===== src/rtl/mem_arb_pkg.sv =====
// mem_arb_pkg
//   Shared types for the IF/MEM memory port arbiter:
//   - arb_state_e : arbiter FSM states (IDLE / ISSUE / WAIT)
//   - owner_e     : which requester owns the in-flight access
//   - SZ_*        : access size codes driven on mem_size
package mem_arb_pkg;

  typedef enum logic [1:0] {
    IDLE  = 2'd0,
    ISSUE = 2'd1,
    WAIT  = 2'd2
  } arb_state_e;

  typedef enum logic {
    OWN_IF = 1'b0,
    OWN_D  = 1'b1
  } owner_e;

  localparam logic [1:0] SZ_B = 2'd0;
  localparam logic [1:0] SZ_H = 2'd1;
  localparam logic [1:0] SZ_W = 2'd2;

endpackage


===== src/rtl/arb_lat_counter.sv =====
// arb_lat_counter
//   Loadable down-counter that times the fixed memory latency.
//   Ports:
//     clk  : rising-edge clock
//     rst  : synchronous active-high reset (count -> 0)
//     load : load the count with MEM_LAT
//     dec  : decrement by one (saturates at 0, never wraps)
//     last : count == 1, i.e. the current cycle is the response cycle
module arb_lat_counter #(
  parameter int MEM_LAT = 1
) (
  input  logic clk,
  input  logic rst,
  input  logic load,
  input  logic dec,
  output logic last
);

  localparam int CNT_W = $clog2(MEM_LAT + 1);

  logic [CNT_W-1:0] count_reg;

  always_ff @(posedge clk) begin
    if (rst) begin
      count_reg <= '0;
    end else if (load) begin
      count_reg <= CNT_W'(MEM_LAT);
    end else if (dec && (count_reg != '0)) begin
      count_reg <= count_reg - CNT_W'(1);
    end
  end

  assign last = (count_reg == CNT_W'(1));

endmodule


===== src/rtl/mem_port_arbiter.sv =====
// mem_port_arbiter
//   Shares one single-ported memory between the CPU fetch (IF) and data
//   (MEM) stages. One access in flight; fixed latency MEM_LAT.
//   Build option: define ARB_ROUND_ROBIN_EN to alternate the winner on
//   simultaneous requests (otherwise data always beats fetch).
//   Ports:
//     clk, rst                 : clock, synchronous active-high reset
//     halt                     : blocks new grants (in-flight access completes)
//     if_req/if_addr           : fetch request and address
//     if_gnt/if_rvalid/if_rdata: fetch accept pulse, data valid pulse, data
//     d_req/d_we/d_size/d_addr/d_wdata : data request and fields
//     d_gnt/d_rvalid/d_rdata   : data accept pulse, done pulse, load data
//     mem_en/mem_we/mem_size/mem_addr/mem_wdata : memory command (ISSUE only)
//     mem_rdata                : memory read data, valid in the response cycle
//     busy                     : arbiter not idle
module mem_port_arbiter
  import mem_arb_pkg::*;
#(
  parameter int ADDR_W  = 32,
  parameter int DATA_W  = 32,
  parameter int MEM_LAT = 1
) (
  input  logic              clk,
  input  logic              rst,
  input  logic              halt,
  input  logic              if_req,
  input  logic [ADDR_W-1:0] if_addr,
  output logic              if_gnt,
  output logic              if_rvalid,
  output logic [DATA_W-1:0] if_rdata,
  input  logic              d_req,
  input  logic              d_we,
  input  logic [1:0]        d_size,
  input  logic [ADDR_W-1:0] d_addr,
  input  logic [DATA_W-1:0] d_wdata,
  output logic              d_gnt,
  output logic              d_rvalid,
  output logic [DATA_W-1:0] d_rdata,
  output logic              mem_en,
  output logic              mem_we,
  output logic [1:0]        mem_size,
  output logic [ADDR_W-1:0] mem_addr,
  output logic [DATA_W-1:0] mem_wdata,
  input  logic [DATA_W-1:0] mem_rdata,
  output logic              busy
);

  arb_state_e        state_reg, state_next;
  owner_e            owner_reg, owner_next;
  logic [ADDR_W-1:0] addr_reg, addr_next;
  logic [1:0]        size_reg, size_next;
  logic              we_reg, we_next;
  logic [DATA_W-1:0] wdata_reg, wdata_next;

  owner_e winner;
  logic   can_grant;
  logic   cnt_load;
  logic   cnt_dec;
  logic   cnt_last;

  assign can_grant = !halt && (if_req || d_req);

`ifdef ARB_ROUND_ROBIN_EN
  owner_e last_owner_reg;

  // On a tie the port that did not own the previous grant wins.
  always_comb begin
    if (if_req && d_req) begin
      winner = (last_owner_reg == OWN_D) ? OWN_IF : OWN_D;
    end else if (d_req) begin
      winner = OWN_D;
    end else begin
      winner = OWN_IF;
    end
  end

  always_ff @(posedge clk) begin
    if (rst) begin
      last_owner_reg <= OWN_IF;
    end else if (state_reg == ISSUE) begin
      last_owner_reg <= owner_reg;
    end
  end
`else
  // The MEM stage holds the older instruction, so fetch yields.
  always_comb begin
    winner = d_req ? OWN_D : OWN_IF;
  end
`endif

  arb_lat_counter #(
    .MEM_LAT(MEM_LAT)
  ) u_lat_counter (
    .clk (clk),
    .rst (rst),
    .load(cnt_load),
    .dec (cnt_dec),
    .last(cnt_last)
  );

  always_ff @(posedge clk) begin
    if (rst) begin
      state_reg <= IDLE;
      owner_reg <= OWN_IF;
      addr_reg  <= '0;
      size_reg  <= '0;
      we_reg    <= 1'b0;
      wdata_reg <= '0;
    end else begin
      state_reg <= state_next;
      owner_reg <= owner_next;
      addr_reg  <= addr_next;
      size_reg  <= size_next;
      we_reg    <= we_next;
      wdata_reg <= wdata_next;
    end
  end

  always_comb begin
    state_next = state_reg;
    owner_next = owner_reg;
    addr_next  = addr_reg;
    size_next  = size_reg;
    we_next    = we_reg;
    wdata_next = wdata_reg;
    cnt_load   = 1'b0;
    cnt_dec    = 1'b0;
    if_gnt     = 1'b0;
    if_rvalid  = 1'b0;
    if_rdata   = '0;
    d_gnt      = 1'b0;
    d_rvalid   = 1'b0;
    d_rdata    = '0;
    mem_en     = 1'b0;
    mem_we     = 1'b0;
    mem_size   = '0;
    mem_addr   = '0;
    mem_wdata  = '0;

    // Capture the winner's fields; shared by IDLE and the response cycle.
    if (can_grant) begin
      owner_next = winner;
      if (winner == OWN_D) begin
        addr_next  = d_addr;
        size_next  = d_size;
        we_next    = d_we;
        wdata_next = d_wdata;
      end else begin
        addr_next  = if_addr;
        size_next  = SZ_W;
        we_next    = 1'b0;
        wdata_next = '0;
      end
    end

    unique case (state_reg)
      IDLE: begin
        if (can_grant) state_next = ISSUE;
      end
      ISSUE: begin
        mem_en     = 1'b1;
        mem_we     = we_reg;
        mem_size   = size_reg;
        mem_addr   = addr_reg;
        mem_wdata  = wdata_reg;
        if_gnt     = (owner_reg == OWN_IF);
        d_gnt      = (owner_reg == OWN_D);
        cnt_load   = 1'b1;
        state_next = WAIT;
      end
      WAIT: begin
        cnt_dec = 1'b1;
        if (cnt_last) begin
          if (owner_reg == OWN_IF) begin
            if_rvalid = 1'b1;
            if_rdata  = mem_rdata;
          end else begin
            d_rvalid = 1'b1;
            d_rdata  = we_reg ? '0 : mem_rdata;
          end
          state_next = can_grant ? ISSUE : IDLE;
        end else begin
          // Requests are only sampled in IDLE and the response cycle.
          owner_next = owner_reg;
          addr_next  = addr_reg;
          size_next  = size_reg;
          we_next    = we_reg;
          wdata_next = wdata_reg;
        end
      end
      default: begin
        state_next = IDLE;
      end
    endcase

    // ISSUE never samples requests.
    if (state_reg == ISSUE) begin
      owner_next = owner_reg;
      addr_next  = addr_reg;
      size_next  = size_reg;
      we_next    = we_reg;
      wdata_next = wdata_reg;
    end
  end

  assign busy = (state_reg != IDLE);

endmodule


===== config.mk =====
export PLATFORM = sky130hd
export DESIGN_NAME = mem_port_arbiter
export DESIGN_NICKNAME = d
export VERILOG_FILES = /design/src/rtl/mem_arb_pkg.sv /design/src/rtl/arb_lat_counter.sv /design/src/rtl/mem_port_arbiter.sv
export SDC_FILE = /design/constraint.sdc
export NUM_CORES = 1
export LEC_CHECK = 0
export ABC_AREA = 1
export CORE_ASPECT_RATIO = 0.7
export CORE_MARGIN = 2
export CORE_UTILIZATION = 23
export CTS_CLUSTER_DIAMETER = 40
export DETAILED_ROUTE_END_ITERATION = 7
export PLACE_DENSITY = 0.59
export SLEW_MARGIN = 30
export SYNTH_ARGS = -nofsm -noshare
export SYNTH_HDL_FRONTEND = slang
export SYNTH_SLANG_ARGS = --single-unit

===== constraint.sdc =====
create_clock -name clk -period 3 [get_ports clk]
set_input_delay 0.3 -clock clk [delete_from_list [all_inputs] [get_ports clk]]
set_output_delay 0.3 -clock clk [all_outputs]
set_load 0.1 [all_outputs]

# --- Word-level counts from Yosys, hierarchy flattened ---
# Index checks and enable logic that the tools add are counted.
totals:
  n_memories: 0
  output_inout_bits: 137
  regBits: 71
  inputBits: 136
  ram_bits: 0
  latch_bits: 0
  mem_bits_ro: 0
  wordCells: 70
op_classes:
  bitwise: 2
  addsub: 1
  n_eq_ne: 4
  div: 0
  n_mul: 0
  mux: 47
  n_shift: 0
  magnitude_cmp: 0
  reduce_logical: 9
op_table:
  columns: ["operator", "count"]
  rows:
  - ["2-to-1 mux 32 bit", 17]
  - ["2-to-1 mux 1 bit", 22]
  - ["2-to-1 mux 2 bit", 7]
  - ["case mux 2 bit (3 select lines)", 1]
  - ["AND reduction 2 bit", 2]
  - ["nonzero test 2 bit", 2]
  - ["== test 2 x 1 -> 1 bit (second input constant)", 1]
  - ["== test 2 bit (second input constant)", 1]
  - ["logical AND 1 bit", 2]
  - ["zero test 2 bit", 1]
  - ["inequality test 2 x 1 -> 1 bit (second input constant)", 1]
  - ["inequality test 2 bit (second input constant)", 1]
  - ["NOT 1 bit", 2]
  - ["zero test 1 bit", 1]
  - ["logical OR 1 bit", 1]
  - ["subtractor 1 bit (second input constant)", 1]

# --- Logic depth before layout (Yosys ltp) ---
# Gate-level depths: netlist of run 1.
depth:
  depth_word: 5
  depth_mapped: 9
  ltp_nobuf: 6

# --- Hierarchy ---
# From an unflattened synthesis of run 1, not the netlist that was laid out.
hier_totals:
  cells_unflattened: 782
  area_unflattened_um2: 4355.4
by_module_without_submodules:
  columns: ["module", "area_each_um2", "cells_each", "n_inst", "seq_area_each_um2"]
  rows:
  - ["mem_port_arbiter", 4315.4, 777, 1, 1401.3]
  - ["arb_lat_counter", 40.0, 5, 1, 20.0]

# --- Least setup slack after synthesis of run 1 ---
# No wires, ideal clock.
synth_path:
  path_kind: "flip-flop to output port"
  start: "register state_reg[0]"
  end: "output d_rdata[10]"
  n_path_buf: 1
  t_arrival_ps: 4459
  path_stages_with_launch: 7
  required_ps: 2700
  slack_ps: -1759
  path_cell_list: "dfxtp_1 inv_1 nand2_1 nor3_1 nand2_1 buf_2 nor2_1"
synth_via:
  elab_chain_len: 2
synth_lines:
  columns: ["element", "line_no", "text"]
  rows:
  - ["start: declaration", "mem_port_arbiter.sv:48", "arb_state_e state_reg, state_next;"]
  - ["start signal: assignment", "mem_port_arbiter.sv:110", "state_reg <= state_next;"]
  - ["== test 2 bit", "mem_port_arbiter.sv:156", "unique case (state_reg)"]
  - ["2-to-1 mux 32 bit", "mem_port_arbiter.sv:156", null]
  - ["end: declaration", "mem_port_arbiter.sv:38", "output logic [DATA_W-1:0] d_rdata,"]
# Every way passes these cells.

# --- Final worst setup path of run 1 ---
layout_path:
  start: "register state_reg[1]"
  end: "output mem_wdata[6]"
layout_via:
  elab_chain_len: 2
layout_lines:
  columns: ["element", "line_no", "text"]
  rows:
  - ["== test 2 x 1 -> 1 bit", "mem_port_arbiter.sv:156", null]
  - ["2-to-1 mux 32 bit", "mem_port_arbiter.sv:156", null]
  - ["end: declaration", "mem_port_arbiter.sv:43", "output logic [DATA_W-1:0] mem_wdata,"]
# Every way passes these cells.

==> results of run 1 <==
-- cell families (layout without fill, tap and decap cells) --
family,after synthesis,in the layout,synth area share
AND/OR/NAND/NOR,414,414,0.386
buffers and inverters,225,471,0.207
flip-flops,71,71,0.328
AO/OA/AOI/OAI,69,69,0.0796
-- metrics by stage --
| step | instances | util | total power [µW] | setup WS (ps) |
|---|---|---|---|---|
| 2_1_floorplan | 779 | - | 1520 | -20.4 |
| 3_3_place_gp | 1245 | 0.431 | 1810 | 1050 |
| 3_5_place_dp | 1245 | 0.431 | 1820 | 1030 |
| 4_1_cts | 1261 | 0.452 | 3190 | 660 |
| 5_1_grt | 1261 | 0.452 | 3310 | 534 |
| 6_report | 1261 | 0.452 | 3150 | 693 |
-- cell usage after synthesis --
library cell	instances	area share
nor3_1	2	0.0023
buf_1	2	0.0017
nand2_1	173	0.15
nor4_1	1	0.0014
clkinv_1	1	0.00086
dfxtp_1	71	0.33
o21ai_0	32	0.037
inv_1	171	0.15
clkbuf_1	25	0.022
buf_2	18	0.021
nor2_1	199	0.17
nor2_8	1	0.0046
nand3_1	2	0.0023
a21oi_1	37	0.043
nand4_1	35	0.050
nor2_4	1	0.0026
buf_4	8	0.014
-- critical path: stages (launching register included) --
cell and delay, ps:
dfxtp_1 360, inv_1 90, nand2_4 410, buf_4 440, nor2_1 90, buf_4 250
-- layer usage --
layer	global-route usage	vias up	routed length (µm)
met2	0.257	134	7570
met3	0.0382	12	987
met1	0.239	2180	8170
met5	0	-	0
li1	-	2759	-
met4	0.0302	0	145
-- report_power, final --
part,internal (µW),total [µW],switching [µW]
Clock,942,1360,414
Sequential,1010,1030,22.3
Combinational,295,763,468
-- cell type report --
type                    count  area [µm²]
repair buffers            283        3280
clock inverters             5         128
multi-input cells         483        2230
inverters                 172         646
well taps                 236         295
clock buffers              11         253
flip-flops and latches     71        1420
fillers                  1891       10000
-- final timing paths --
check,slack (ps),from,to
max,690,state_reg[1],mem_wdata[6]
max reg2reg,1160,state_reg[1],addr_reg[2]
min reg2reg,460,wdata_reg[22],wdata_reg[22]
min,460,wdata_reg[22],wdata_reg[22]
==> qor.yml, run 1 <==
outcome:
  status: "finished clean"
logic_synthesis:
  avgSynthCellArea_um2: 5.57
  ys_ff_latch: 71
  netlist_area_um2: 4340
  ys_types: 17
  synth_cells: 779
  syn_nets: 915
  synth_seq_area_share: 0.328
  ys_warn_count: 0
critical_path:
  cp-end-kind: "output port"
  start_kind: "flip-flop"
  path_max_fanout: 47
  crit_required_ps: 2700
  worstPathArrival_ps: 2010
  rr_worst_depth: 7
  worst-setup-path-type: "flip-flop to output port"
global_routing:
  grt_remaining_overflow: 0
  grt_start_max_net_pins: 64
  track_usage: 0.167
  grt_pass1_wl_um: 26700
  grt_pass1_vias: 4753
  antenna_found_initial: 0
cts:
  clk_latency_ps: 330
  clk_path_buf_depth: 2
  clk_pin_slew_ps: 60
  hold_buffers: 0
  cts_tree: "done"
  htree_levels: 3
  cts_resized: 0
  postCtsSetupRepairBufs: 0
  cts-root-buf: "clkbuf_16"
  cts_sinks: 71
  cts_buffers: 9
placement:
  dp.final_hpwl_um: 12500
  gp_congestion: 0.773
  port_buffers: 272
  dpl_cell_area_um2: 7870
flow_run:
  cap_violations: 0
floorplan:
  die_h_um: 119
  ios: 273
  dieArea_um2: 20000
  initial_utilization: 0.237
  die_w_um: 168
  rows: 41
  core_area_um2: 18300
sta:
  skew_ps: 3.74
  setup_viol: 0
  relSlewSlack: 0.626
  tightest_slew_ps: 561
  period_share: 0.769
  tns_ps: 0
  rsz0062_at_grt: "no"
  hold_viol: 0
  drv_slew: 0
  clock.fmax_mhz: 433
  hold_slack_ps: 460
  min_period_ps: 2310
drt:
  dr_total_vias: 5085
  wl_um: 16900
  drc: 0
  viasPerCell: 4.03
  dr.pass1.iters: 4
  ant_nets: 0
  wire_per_inst_um: 13.4
  drt_iter0_markers: 285
finish:
  mostFrequentLayoutCell: "nand2_1"
  nets: 1156
  layout_common_cells: "nand2_1, inv_1, nor2_1"
  n_antenna_cell: 0
  postLayoutCellArea_um2: 8250
  area_delta_synth_final_pct: 90.2
  drive_gt1_frac: 0.231
power_and_ir_drop:
  leakage_uw: 0.00391
  powerDensity_nw_per_um2: 382
  max-vdd-ir-drop_mv: 0.238
min_path:
  hp-class: "flip-flop to flip-flop"
  worstHoldPathCells: 2
No activity file was read; power rests on OpenSTA's default activity.
==> inputs of run 2 (changes only) <==
==> constraint.sdc (replaced) <==
create_clock -name clk -period 2.3 [get_ports clk]
set_input_delay 0.23 -clock clk [delete_from_list [all_inputs] [get_ports clk]]
set_output_delay 0.23 -clock clk [all_outputs]
set_load 0.1 [all_outputs]
==> qor.yml, run 2 (synthesis results as in run 1) <==
finish:
  nets: 1156  # unchanged
  fillers: 1689  # was 1,891
  postLayoutCellArea_um2: 9580  # was 8250 µm²
  n_antenna_cell: 0  # unchanged
  layout_common_cells: "nand2_1, inv_1, buf_12"  # was nand2_1, inv_1, nor2_1
  drive_gt1_frac: 0.272  # was 0.231
  final_core_util: 0.524  # was 0.452
  area_delta_synth_final_pct: 121  # was 90.2%
  mostFrequentLayoutCell: "nand2_1"  # unchanged
cts:
  clk_path_buf_depth: 2  # unchanged
  cts_resized: 0  # unchanged
  hold_buffers: 0  # unchanged
  cts_buffers: 9  # unchanged
  cts-root-buf: "clkbuf_16"  # unchanged
  htree_levels: 3  # unchanged
  clk_latency_ps: 330  # about the same
  cts_sinks: 71  # unchanged
  cts_tree: "done"  # unchanged
  clk_pin_slew_ps: 50  # was 60 ps
  postCtsSetupRepairBufs: 0  # unchanged
critical_path:
  path_max_fanout: 32  # was 47
  worstPathArrival_ps: 1920  # was 2010 ps
  path_cells: "inv_2 -> nand2_4 -> nor3_4 -> inv_4 -> nor2_4 -> buf_12"  # was inv_1 -> nand2_4 -> buf_4 -> nor2_1 -> buf_4
  start_kind: "flip-flop"  # unchanged
  rrSetupSlack_ps: 710  # was 1160 ps
  crit_buf_inv: 3  # unchanged
  cpPeakStageDelay_ps: 640  # was 440 ps
  cp-end-kind: "output port"  # unchanged
  worst-setup-path-type: "flip-flop to output port"  # unchanged
  crit_path_top_delay_cell: "inv_4"  # was buf_4
  crit_required_ps: 2070  # was 2700 ps
  crit_family: "buffers and inverters"  # unchanged
global_routing:
  grt_pass1_vias: 4988  # was 4,753
  grt_remaining_overflow: 0  # unchanged
  antenna_found_initial: 0  # unchanged
  grt_start_max_net_pins: 100  # was 64
  track_usage: 0.167  # about the same
  grt_pass1_wl_um: 26800  # was 26,700 µm
drt:
  wl_um: 16300  # was 16,900 µm
  wire_per_inst_um: 12.9  # was 13.4 µm
  dr.pass1.iters: 4  # unchanged
  viasPerCell: 4.10  # was 4.03
  ant_nets: 0  # unchanged
  drt_iter0_markers: 315  # was 285
  drc: 0  # unchanged
  dr_total_vias: 5171  # was 5,085
floorplan:
  core_area_um2: 18300  # unchanged
  initial_utilization: 0.237  # unchanged
  rows: 41  # unchanged
  ios: 273  # unchanged
  dieArea_um2: 20000  # unchanged
  die_w_um: 168  # unchanged
  die_h_um: 119  # unchanged
power_and_ir_drop:
  leakage_uw: 0.00412  # was 0.00391 µW
  max-vdd-ir-drop_mv: 0.316  # was 0.238 mV
  powerDensity_nw_per_um2: 426  # was 382 nW/µm²
sta:
  skew_ps: 8.68  # was 3.74 ps
  hold_viol: 0  # unchanged
  relSlewSlack: 0.409  # was 0.626
  setup_viol: 0  # unchanged
  clock.fmax_mhz: 464
  drv_slew: 0  # unchanged
  min_period_ps: 2150
  period_share: 0.936
  rsz0062_at_grt: "no"  # unchanged
  tightest_slew_ps: 886  # was 561 ps
outcome:
  status: "finished clean"  # unchanged
flow_run:
  cap_violations: 0  # unchanged
placement:
  gp_congestion: 0.754  # was 0.773
  dp.final_hpwl_um: 12400  # was 12,500 µm
  port_buffers: 272  # unchanged
  dpl_cell_area_um2: 9230  # was 7870 µm²
min_path:
  hp-class: "input pin to flip-flop"  # was flip-flop to flip-flop
[run 2: final timing paths]
check / startpoint / endpoint / cells after the start
hold / removal: rst / size_reg[0] / 2
setup reg to reg: state_reg[1] / size_reg[1] / 6
hold reg to reg: wdata_reg[29] / wdata_reg[29] / 2
setup / recovery: state_reg[0] / if_rdata[11] / 6
[run 2: area by class of cell]
class | count | area, µm² | share of cell area
clock buffer | 10 | 239 | 0.0250
clock inverter | 5 | 106 | 0.0111
inverter | 172 | 648 | 0.0677
multi-input combinational | 483 | 2660 | 0.278
sequential | 71 | 1420 | 0.148
tap | 236 | 295 | 0.0308
timing repair buffer | 283 | 4210 | 0.439
[run 2: report_power, final]
| part | total, µW | switching [µW] | internal (µW) |
|---|---|---|---|
| logic | 1120 | 660 | 458 |
| clock network | 1620 | 532 | 1080 |
| registers | 1340 | 28.7 | 1310 |
| total | 4080 | 1220 | 2860 |
[run 2: metrics by stage]
step	power, µW	TNS (ps)	instances	hold slack (ps)	setup slack (ps)
final	4080	0	1260	314	146
after global routing	4280	0	1260	318	46.1
after CTS	4140	0	1260	297	112
after detailed placement	2500	0	1245	452	478
after global placement	2490	0	1245	449	515
after floorplan	2040	-9490	779	306	-202
[run 2: routing by layer]
metal	global-route usage	wire, µm	up-vias
met2	0.267	7520	139
met3	0.0432	1010	19
met5	0	0	-
met1	0.224	7530	2259
met4	0.0415	226	0
li1	-	-	2754
[run 2: worst register-to-register path, stage by stage (launching register included)]
cell and delay [ps]:
dfxtp_1 410, inv_1 110, nand2_4 350, buf_12 280
nand4_1 160, nor2_1 120, nor2_1 50
==> inputs of run 3 (changes only) <==
--- a/config.mk
+++ b/config.mk
@@ -7,7 +7,6 @@
 export LEC_CHECK = 0
 export ABC_AREA = 1
 export CORE_ASPECT_RATIO = 0.7
-export CORE_MARGIN = 2
 export CORE_UTILIZATION = 23
 export CTS_CLUSTER_DIAMETER = 40
 export DETAILED_ROUTE_END_ITERATION = 7
==> qor.yml, run 3 (synthesis results as in run 1) <==
sta:
  drv_slew: 0  # unchanged
  hold_viol: 0  # unchanged
  period_share: 0.919  # was 0.936
  skew_ps: 9.50  # was 8.68 ps
  tightest_slew_ps: 467  # was 886 ps
  rsz0062_at_grt: "no"  # unchanged
  relSlewSlack: 0.689  # was 0.409
  clock.fmax_mhz: 473  # was 464 MHz
  setup_viol: 0  # unchanged
  setup_slack_ps: 186  # was 146 ps
  min_period_ps: 2110  # was 2150 ps
  tns_ps: 0  # unchanged
drt:
  dr_total_vias: 5181  # was 5,171
  routed.top_layer: "met4"  # unchanged
  wl_um: 16000  # was 16,300 µm
  dr.pass1.iters: 6  # was 4
  wl_met2_um: 7370  # was 7520 µm
  wl_met1_um: 7010  # was 7530 µm
  ant_nets: 0  # unchanged
  wl_met3_um: 1510  # was 1010 µm
  drc: 22  # was 0
  wire_per_inst_um: 12.7  # was 12.9 µm
  viasPerCell: 4.10  # about the same
  drt_iter0_markers: 259  # was 315
finish:
  mostFrequentLayoutCell: "nand2_1"  # unchanged
  nets: 1160  # was 1,156
  area_delta_synth_final_pct: 120  # was 121%
  n_antenna_cell: 0  # unchanged
  postLayoutCellArea_um2: 9540  # was 9580 µm²
  layout_common_cells: "nand2_1, inv_1, buf_12"  # unchanged
  drive_gt1_frac: 0.273  # was 0.272
  final_cells: 1265  # was 1,260
cts:
  clk_latency_ps: 330  # about the same
  htree_levels: 3  # unchanged
  clk_path_buf_depth: 2  # unchanged
  cts_buffers: 9  # unchanged
  cts_sinks: 71  # unchanged
  cts-root-buf: "clkbuf_16"  # unchanged
  cts_tree: "done"  # unchanged
  clk_pin_slew_ps: 60  # was 50 ps
  postCtsSetupRepairBufs: 0  # unchanged
  cts_resized: 0  # unchanged
  hold_buffers: 0  # unchanged
floorplan:
  die_w_um: 166  # was 168 µm
  dieArea_um2: 19400  # was 20,000 µm²
  rows: 41  # unchanged
  die_h_um: 117  # was 119 µm
  initial_utilization: 0.238  # was 0.237
  core_area_um2: 18200  # was 18,300 µm²
  ios: 273  # unchanged
outcome:
  status: "finished with violations"  # was finished clean
  violations: "design-rule violations"
critical_path:
  rr_startpoint: "u_lat_counter.last"  # was state_reg[1]
  crit_path_top_delay_cell: "dfxtp_1"  # was inv_4
  worstPathArrival_ps: 1880  # was 1920 ps
  crit_buf_inv: 4  # was 3
  worst-setup-path-type: "flip-flop to output port"  # unchanged
  cpPeakStageDelay_ps: 340  # was 640 ps
  cp_common_cell: "buf_12"
  path_max_fanout: 18  # was 32
  rr_worst_depth: 6  # unchanged
  worstReg2RegEnd: "wdata_reg[30]"  # was size_reg[1]
  start_kind: "flip-flop"  # unchanged
  crit_required_ps: 2070  # about the same
  crit_family: "buffers and inverters"  # unchanged
  cp-end-kind: "output port"  # unchanged
  path_cells: "inv_2 -> nand2_4 -> nor3_4 -> inv_4 -> buf_12 -> nor2_4 -> buf_12"  # was inv_2 -> nand2_4 -> nor3_4 -> inv_4 -> nor2_4 -> buf_12
  rrSetupSlack_ps: 690  # was 710 ps
global_routing:
  track_usage: 0.164  # was 0.167
  grt_pass1_vias: 4705  # was 4,988
  grt_start_max_net_pins: 100  # unchanged
  grt_remaining_overflow: 0  # unchanged
  grt_pass1_wl_um: 25200  # was 26,800 µm
  antenna_found_initial: 0  # unchanged
placement:
  dpl_cell_area_um2: 9250  # was 9230 µm²
  gp_congestion: 0.763  # was 0.754
  port_buffers: 272  # unchanged
  dp.final_hpwl_um: 12100  # was 12,400 µm
  dp_slack_ps: 479  # was 478 ps
  dp.cells: 1249  # was 1,245
power_and_ir_drop:
  p_clk_frac: 0.364  # was 0.396
  power_frac_seq: 0.348  # was 0.329
  p_int_uw: 2610  # was 2860 µW
  swShare: 0.323  # was 0.299
  powerDensity_nw_per_um2: 405  # was 426 nW/µm²
  leakage_uw: 0.00411  # was 0.00412 µW
  comb_power_share: 0.288  # was 0.274
  p_switching_uw: 1250  # was 1220 µW
  max-vdd-ir-drop_mv: 0.290  # was 0.316 mV
  power_uw: 3860  # was 4080 µW
min_path:
  hp-class: "input pin to flip-flop"  # unchanged
  worstHoldPathCells: 3  # was 2
  holdPathEnd: "state_reg[0]"  # was size_reg[0]
  min-delay-start: "d_req"  # was rst
flow_run:
  cap_violations: 0  # unchanged
run 3: through the flow:
| step | util | hold slack, ps |
|---|---|---|
| 2_1_floorplan | - | 306 |
| 3_5_place_dp | 0.508 | 452 |
| 3_3_place_gp | 0.508 | 448 |
| 6_report | 0.524 | 352 |
| 4_1_cts | 0.524 | 349 |
| 5_1_grt | 0.524 | 356 |
run 3: worst max path at each step:
stage                 startpoint  slack (ps)  cells after the start           end
global placement    state_reg[0]         530                      7  if_rdata[22]
detailed placement          halt         480                      7  addr_reg[25]
CTS                 state_reg[0]         140                      7  if_rdata[14]
finish              state_reg[0]         190                      7  if_rdata[22]
floorplan           state_reg[0]        -200                      6   d_rdata[10]
global route        state_reg[0]          80                      7  if_rdata[21]
run 3: final cells by class:
| type | count | area, µm² |
|---|---|---|
| fill | 1684 | 8670 |
| timing repair buffer | 287 | 4230 |
| sequential | 71 | 1420 |
| inverter | 172 | 648 |
| clock buffer | 10 | 229 |
| clock inverter | 6 | 68.8 |
| tap | 236 | 295 |
| multi-input combinational | 483 | 2650 |
run 3: layer usage:
metal,track usage,vias up
met5,0,-
met1,0.208,2227
met2,0.269,183
li1,-,2760
met3,0.0582,11
met4,0.0361,0
run 3: worst min-delay path: stages:
cell and delay [ps]:
buf_2 150, nor2_4 180, nor4_1 70
run 3: power groups by stage:
| stage | Combinational [µW] | Sequential, µW | Clock (µW) |
|---|---|---|---|
| global route | 1210 | 1350 | 1500 |
| CTS | 1120 | 1340 | 1450 |
| detailed placement | 1120 | 1370 | 0 |
| finish | 1110 | 1340 | 1410 |
| global placement | 1110 | 1370 | 0 |
| floorplan | 672 | 1360 | 0 |
